## config.mk

```make
export PLATFORM = sky130hd
export DESIGN_NAME = bram_port_arbiter_flat
export DESIGN_NICKNAME = d
export VERILOG_FILES = /design/src/rtl/bram_port_arbiter_if.sv /design/src/rtl/bram_port_arbiter.sv /design/src/flat_wrapper.sv
export SDC_FILE = /design/constraint.sdc
export NUM_CORES = 1
export LEC_CHECK = 0
export CORE_UTILIZATION = 37
export CTS_BUF_LIST = sky130_fd_sc_hd__clkbuf_4
export CTS_CLUSTER_SIZE = 24
export DETAILED_ROUTE_END_ITERATION = 10
export PLACE_DENSITY = 0.94
export SYNTH_ARGS = -nofsm -noshare
export SYNTH_HDL_FRONTEND = slang
export SYNTH_SLANG_ARGS = --single-unit
```

## constraint.sdc

```tcl
create_clock -name clk -period 1.6 [get_ports clk]
set_input_delay 0.16 -clock clk [delete_from_list [all_inputs] [get_ports clk]]
set_output_delay 0.16 -clock clk [all_outputs]
set_load 0.01 [all_outputs]
```

## src/rtl/bram_port_arbiter_if.sv

```systemverilog
// Requester and BRAM-port signal bundle for bram_port_arbiter.
// The slave modport is the arbiter; the master modport is the requesters plus the BRAM.
interface bram_port_arbiter_if #(
  parameter int unsigned ADDR_W = 13,
  parameter int unsigned DATA_W = 8
);
  logic              wr_req;
  logic [ADDR_W-1:0] wr_addr;
  logic [DATA_W-1:0] wr_data;
  logic              wr_gnt;
  logic              rd_req;
  logic [ADDR_W-1:0] rd_addr;
  logic              rd_gnt;
  logic              rd_valid;
  logic [DATA_W-1:0] rd_data;
  logic              ena;
  logic              wea;
  logic [ADDR_W-1:0] addra;
  logic [DATA_W-1:0] dina;
  logic [DATA_W-1:0] douta;

  modport master (
    output wr_req, wr_addr, wr_data, rd_req, rd_addr, douta,
    input  wr_gnt, rd_gnt, rd_valid, rd_data, ena, wea, addra, dina
  );

  modport slave (
    input  wr_req, wr_addr, wr_data, rd_req, rd_addr, douta,
    output wr_gnt, rd_gnt, rd_valid, rd_data, ena, wea, addra, dina
  );
endinterface

```

## src/rtl/bram_port_arbiter.sv

```systemverilog
// Two-requester (write / read) arbiter in front of a single BRAM port.
// Default is round-robin; define ARB_WR_PRIORITY_EN for write priority with read anti-starvation.
module bram_port_arbiter #(
  parameter int unsigned ADDR_W   = 13,
  parameter int unsigned DATA_W   = 8,
  parameter int unsigned READ_LAT = 1
) (
  input logic                clk,
  input logic                rst,
  bram_port_arbiter_if.slave bus
);

  logic wr_win;
  logic wr_gnt;
  logic rd_gnt;

`ifdef ARB_WR_PRIORITY_EN
  // Consecutive write grants taken while a read was waiting.
  logic [2:0] starve_q;
  logic [2:0] starve_d;

  assign wr_win = (starve_q < 3'd4);

  always_comb begin
    starve_d = starve_q;
    if (rd_gnt || !bus.rd_req) begin
      starve_d = 3'd0;
    end else if (wr_gnt) begin
      starve_d = starve_q + 3'd1;
    end
  end

  always_ff @(posedge clk or negedge rst) begin
    if (!rst) begin
      starve_q <= 3'd0;
    end else begin
      starve_q <= starve_d;
    end
  end
`else
  logic last_wr;

  assign wr_win = ~last_wr;

  always_ff @(posedge clk or negedge rst) begin
    if (!rst) begin
      last_wr <= 1'b0;
    end else if (wr_gnt) begin
      last_wr <= 1'b1;
    end else if (rd_gnt) begin
      last_wr <= 1'b0;
    end
  end
`endif

  // Grants are gated by rst so they read 0 throughout reset.
  assign wr_gnt = rst & bus.wr_req & (~bus.rd_req | wr_win);
  assign rd_gnt = rst & bus.rd_req & (~bus.wr_req | ~wr_win);

  logic              ena_q;
  logic              wea_q;
  logic [ADDR_W-1:0] addra_q;
  logic [DATA_W-1:0] dina_q;
  logic [READ_LAT:0] vld_q;

  always_ff @(posedge clk or negedge rst) begin
    if (!rst) begin
      ena_q   <= 1'b0;
      wea_q   <= 1'b0;
      addra_q <= '0;
      dina_q  <= '0;
      vld_q   <= '0;
    end else begin
      ena_q <= wr_gnt | rd_gnt;
      wea_q <= wr_gnt;
      if (wr_gnt) begin
        addra_q <= bus.wr_addr;
        dina_q  <= bus.wr_data;
      end else if (rd_gnt) begin
        addra_q <= bus.rd_addr;
      end
      // Bit k is set k+1 cycles after a read grant; the top bit lines up with douta.
      vld_q <= {vld_q[READ_LAT-1:0], rd_gnt};
    end
  end

  assign bus.wr_gnt   = wr_gnt;
  assign bus.rd_gnt   = rd_gnt;
  assign bus.ena      = ena_q;
  assign bus.wea      = wea_q;
  assign bus.addra    = addra_q;
  assign bus.dina     = dina_q;
  assign bus.rd_valid = vld_q[READ_LAT];
  assign bus.rd_data  = bus.douta;

endmodule

```

## src/flat_wrapper.sv

```systemverilog
// flat-port wrapper written by rule: the top's interface ports become plain ports
module bram_port_arbiter_flat 
#(
  parameter int unsigned ADDR_W   = 13,
  parameter int unsigned DATA_W   = 8,
  parameter int unsigned READ_LAT = 1
)
  (clk, rst, bus_wr_req, bus_wr_addr, bus_wr_data, bus_rd_req, bus_rd_addr, bus_douta, bus_wr_gnt, bus_rd_gnt, bus_rd_valid, bus_rd_data, bus_ena, bus_wea, bus_addra, bus_dina);
  bram_port_arbiter_if #(.ADDR_W(ADDR_W), .DATA_W(DATA_W)) bus_i ();
  input logic clk;
  input logic rst;
  input wire logic [$bits(bus_i.wr_req)-1:0] bus_wr_req;
  input wire logic [$bits(bus_i.wr_addr)-1:0] bus_wr_addr;
  input wire logic [$bits(bus_i.wr_data)-1:0] bus_wr_data;
  input wire logic [$bits(bus_i.rd_req)-1:0] bus_rd_req;
  input wire logic [$bits(bus_i.rd_addr)-1:0] bus_rd_addr;
  input wire logic [$bits(bus_i.douta)-1:0] bus_douta;
  output wire logic [$bits(bus_i.wr_gnt)-1:0] bus_wr_gnt;
  output wire logic [$bits(bus_i.rd_gnt)-1:0] bus_rd_gnt;
  output wire logic [$bits(bus_i.rd_valid)-1:0] bus_rd_valid;
  output wire logic [$bits(bus_i.rd_data)-1:0] bus_rd_data;
  output wire logic [$bits(bus_i.ena)-1:0] bus_ena;
  output wire logic [$bits(bus_i.wea)-1:0] bus_wea;
  output wire logic [$bits(bus_i.addra)-1:0] bus_addra;
  output wire logic [$bits(bus_i.dina)-1:0] bus_dina;
  assign bus_i.wr_req = bus_wr_req;
  assign bus_i.wr_addr = bus_wr_addr;
  assign bus_i.wr_data = bus_wr_data;
  assign bus_i.rd_req = bus_rd_req;
  assign bus_i.rd_addr = bus_rd_addr;
  assign bus_i.douta = bus_douta;
  assign bus_wr_gnt = bus_i.wr_gnt;
  assign bus_rd_gnt = bus_i.rd_gnt;
  assign bus_rd_valid = bus_i.rd_valid;
  assign bus_rd_data = bus_i.rd_data;
  assign bus_ena = bus_i.ena;
  assign bus_wea = bus_i.wea;
  assign bus_addra = bus_i.addra;
  assign bus_dina = bus_i.dina;
  bram_port_arbiter #(.ADDR_W(ADDR_W), .DATA_W(DATA_W), .READ_LAT(READ_LAT)) u_core (.clk(clk), .rst(rst), .bus(bus_i));
endmodule
```

== Word level (Yosys, flattened, before mapping) ==
Index checks and enable logic that the tools add are counted.

* Register bits after elaboration: 26
* Latch bits: 0
* Bits in writable memories: 0
* Memory bits (read-only): 0
* Bits of input ports: 46
* Output and inout port bits: 34
* Word-level logic and storage cells: 21
* Memories: 0

* Add/sub/neg operators: 0
* Multiply operators: 0
* Div/mod/pow operators: 0
* $lt $le $gt $ge: 0
* Equal/unequal tests: 0
* Shifts and indexed selects: 0
* Mux-type cells: 4
* Bitwise logic cells: 10
* Reduce and logical (&&, ||, !) cells: 1

{| class="wikitable"
|+ Operator list
! cell !! count
|-
| 13-bit 2-to-1 mux || 2
|-
| 1-bit AND || 4
|-
| 1-bit NOT || 3
|-
| 1-bit OR || 3
|-
| 1-bit 2-to-1 mux || 2
|-
| 2-bit nonzero test || 1
|}

== Depth between registers and ports, before layout ==
* Depth after elaboration: 5
* Mapped depth: 5
* Mapped depth without buffers: 3

== Worst setup path after synthesis ==
No wires, ideal clock.

* Kind: register -> register
* Start point: reg u_core.last_wr
* End point: reg u_core.dina_q[0], in the netlist u_core.bus.dina[0]
* Setup time: 0.125 ns
* Data arrival time: 1.087 ns
* Data required time: 1.475 ns
* Setup slack: 0.388 ns
* Stages on the path, launching flop included: 4
* Buffers on the path: 0
* Period minus slack after synthesis: 1.212 ns
* Cells stage by stage: dfrtp_1 and2_4 nor2_8 mux2_4

* Word-level cells in the longest chain between the ends: 3

{| class="wikitable"
|+ RTL lines
! what !! RTL line !! source
|-
| start, declared || bram_port_arbiter.sv:41 || <nowiki>logic last_wr;</nowiki>
|-
| start signal, assigned || bram_port_arbiter.sv:47 || <nowiki>last_wr <= 1'b0;</nowiki>
|-
| start signal, assigned || bram_port_arbiter.sv:49 || <nowiki>last_wr <= 1'b1;</nowiki>
|-
| start signal, assigned || bram_port_arbiter.sv:51 || <nowiki>last_wr <= 1'b0;</nowiki>
|-
| 1-bit NOT || bram_port_arbiter.sv:43 || <nowiki>assign wr_win = ~last_wr;</nowiki>
|-
| 1-bit OR || bram_port_arbiter.sv:57 || <nowiki>assign wr_gnt = rst & bus.wr_req & (~bus.rd_req | wr_win);</nowiki>
|-
| 1-bit AND || bram_port_arbiter.sv:57 ||
|-
| named net bus_wr_gnt || flat_wrapper.sv:18 || <nowiki>output wire logic [$bits(bus_i.wr_gnt)-1:0] bus_wr_gnt;</nowiki>
|-
| end signal, assigned || bram_port_arbiter.sv:78 || <nowiki>dina_q <= bus.wr_data;</nowiki>
|-
| end, declared || bram_port_arbiter.sv:63 || <nowiki>logic [DATA_W-1:0] dina_q;</nowiki>
|}

The timed path passes the listed nets, and every way through them passes these cells.
A chain may end at the register's enable or synchronous reset.

== Final worst setup path ==
* Start point: reg u_core.last_wr
* End point: out bus_wr_gnt

* Word-level cells in the longest chain between the ends: 3

{| class="wikitable"
|+ RTL lines
! what !! RTL line
|-
| 1-bit NOT || bram_port_arbiter.sv:43
|-
| 1-bit OR || bram_port_arbiter.sv:57
|-
| 1-bit AND || bram_port_arbiter.sv:57
|-
| end, declared || flat_wrapper.sv:18
|}

No other way between the ends.

==> results_dict.tcl <==
set metrics [dict create \
    grt_overflow_total 0 \
    arrival_ps 1330 \
    gr-usage-met1 0.217 \
    clk_latency_ps 320 \
    cts_buffers 3 \
    timing.fmax_mhz 673 \
    nNetsFinal 223 \
    fin_crit_ps 1490 \
    ir_drop_uv 274 \
    synthSimpleGateAreaFrac 0.139 \
    drt_iter0_markers 32 \
    slew_headroom 0.845 \
    vias 1077 \
    drt-vias-per-instance 4.92 \
    num_antenna_cells 0 \
    synth_xor_area_frac 0 \
    cts-root-buf "clkbuf_4" \
    cp-start-kind "flip-flop" \
    h-tree-depth 1 \
    top_usage_layer "met2" \
    tightest_slew_ps 232 \
    drcViolationCount 0 \
    whs_ps 232 \
    critPathCaptureType "output port" \
    use_met3 0.0306 \
    io_buffers 63 \
    path_class "flip-flop to output port" \
    drtPass1Iterations 4 \
    clock_skew_ps 12.6 \
    status "finished, final reports clean" \
    finalCritPeriodShare 0.929 \
    hold_viol 0 \
    synth_mux_area_frac 0.0991 \
    synth.largest_area_cell "dfrtp_1" \
    critical_path.reg2reg.startpoint "u_core.last_wr" \
    synth_top_family_by_area "simple AND/OR/NAND/NOR gates" \
    synthArstFlopShare 1.00 \
    hold_path.class "input port to asynchronous set/reset pin" \
    hpwl_um 2360 \
    synthTopCellsByArea "dfrtp_1 54%, mux2_4 9.9%, buf_4 6.8%" \
    synth.most_common_cell "dfrtp_1" \
    ys_ff_latch 26 \
    dieArea_um2 3510 \
    ctsHoldBuffers 0 \
    startpoint "u_core.last_wr" \
    cts_tree "yes" \
    cap_violations 0 \
    die_w_um 59.2 \
    start_util 0.394 \
    grt_pass1_vias 1047 \
    ant_nets 0 \
    seq_area_frac_synth 0.537 \
    leakagePower_nw 0.798 \
    synth_edf_count 0 \
    grt_start_max_net_pins 20 \
    clk_pin_slew_ps 140 \
    syn_area_per_cell_um2 10.8 \
    required_ps 1440 \
    die_h_um 59.2 \
    cts_max_path_buffers 2 \
    use_met2 0.324 \
    yosys.area_share.adder 0 \
    synth_compound_area_frac 0.135 \
    setup_viol 0 \
    syn-cell-area_um2 1210 \
    yosysUniqueCellTypes 17 \
    crit_path_max_fanout 4 \
    synth_common_cells "26 x dfrtp_1, 13 x a31oi_1, 13 x nand3_1, 13 x nor2_1, 11 x buf_4" \
    finalSetupTns_ps 0 \
    core-area_um2 3080 \
    antenna_found_initial 0 \
    yosys_warnings 0 \
    synthesis.nets 158 \
    drive_above_1_share 0.154 \
    ys.flop_type "dfrtp_1" \
    row_count 20 \
    area_growth_pct 58.0 \
    clock-sinks 26 \
    rsz0062_at_grt "false" \
    synth_top_area_share 0.537 \
    p_per_area_nw_per_um2 892 \
    wl_um 3090 \
    wl_per_cell_um 14.1 \
    gr-usage-all-layers 0.186 \
    gp_congestion 0.727 \
    grt_pass1_wl_um 4760 \
    pin_count 80 \
    slew_viol_final 0 \
    synthCells 112 \
]
==> worst max-delay path: stages (launching register included) <==
cell and delay [ps]:
dfrtp_1 450, and2_4 200, nor2_8 70, dlygate4sd2_1 280
==> through the flow <==
stage | instances | power [mW] | utilization | setup slack [ps] | area, um^2
4_1_cts | 219 | 1.72 | 0.622 | 129 | 1920
3_3_place_gp | 215 | 1.42 | 0.613 | -92.7 | 1890
6_report | 219 | 1.71 | 0.622 | 113 | 1920
2_1_floorplan | 112 | 1.09 | - | 388 | 1210
5_1_grt | 219 | 1.80 | 0.622 | 64.0 | 1920
3_5_place_dp | 215 | 1.44 | 0.613 | -134 | 1890
==> registers in the layout (all words and copies together) (netlist names) <==
signal and flops:
u_core.bus.dina 8, u_core.last_wr 1, u_core.bus.ena 1, u_core.vld_q 2, u_core.bus.addra 13, u_core.bus.wea 1
==> worst paths after layout <==
check | to | slack, ps | depth (start not counted)
max reg2reg | u_core.bus.dina[0] | 240 | 4
max | bus_wr_gnt | 110 | 3
min in group clk | bus_rd_data[0] | 320 | 0
min | u_core.last_wr | 230 | 2
min reg2reg | u_core.vld_q[1] | 390 | 0
max in group asynchronous | u_core.bus.dina[1] | 1090 | 2
==> power breakdown <==
part	internal (mW)	switching, mW	total [mW]
sequential	0.757	0.0602	0.817
combinational	0.383	0.232	0.615
clock	0.0883	0.187	0.275
total	1.23	0.479	1.71
==> routing by layer <==
metal  wire, um  part of all wire  vias to the layer above
met5          0                 0                        -
li1           -                 -                      511
met4         73             0.024                        0
met2       1670              0.54                       46
met3        180             0.058                        8
met1       1160              0.38                      512
==> layout by cell type (no fill, tap or decap), drive strengths merged <==
master / netlist / layout
clkdlybuf4s50: 0 / 61
dfrtp: 26 / 26
nor2: 14 / 14
o21ai: 14 / 14
nand3: 13 / 13
a31oi: 13 / 13
buf: 14 / 12
mux2: 8 / 8
nand2: 4 / 4
clkbuf: 1 / 3
and2: 2 / 2
dlygate4sd2: 0 / 2
inv: 1 / 1
a21oi: 1 / 1
o21a: 1 / 1
==> repair_timing <==
action | CTS | global route
resized for setup | 2 | 0
setup endpoints to repair | 2 | 0
hold endpoints to repair | 0 | 0
buffers inserted | 1 | 0
==> cell type report <==
type	count	area (um^2)
fill	278	1160
timing repair buffer	75	731
sequential	26	651
multi-input combinational	70	453
tap	44	55.1
clock buffer	3	22.5
inverter	1	3.75
==> logic make-up after synthesis <==
logic type             count (synthesis)
buffers and inverters                 16
AND/OR/NAND/NOR                       33
flip-flops                            26
AO/OA/AOI/OAI                         29
multiplexers                           8
No activity file was read; power rests on OpenSTA's default activity.
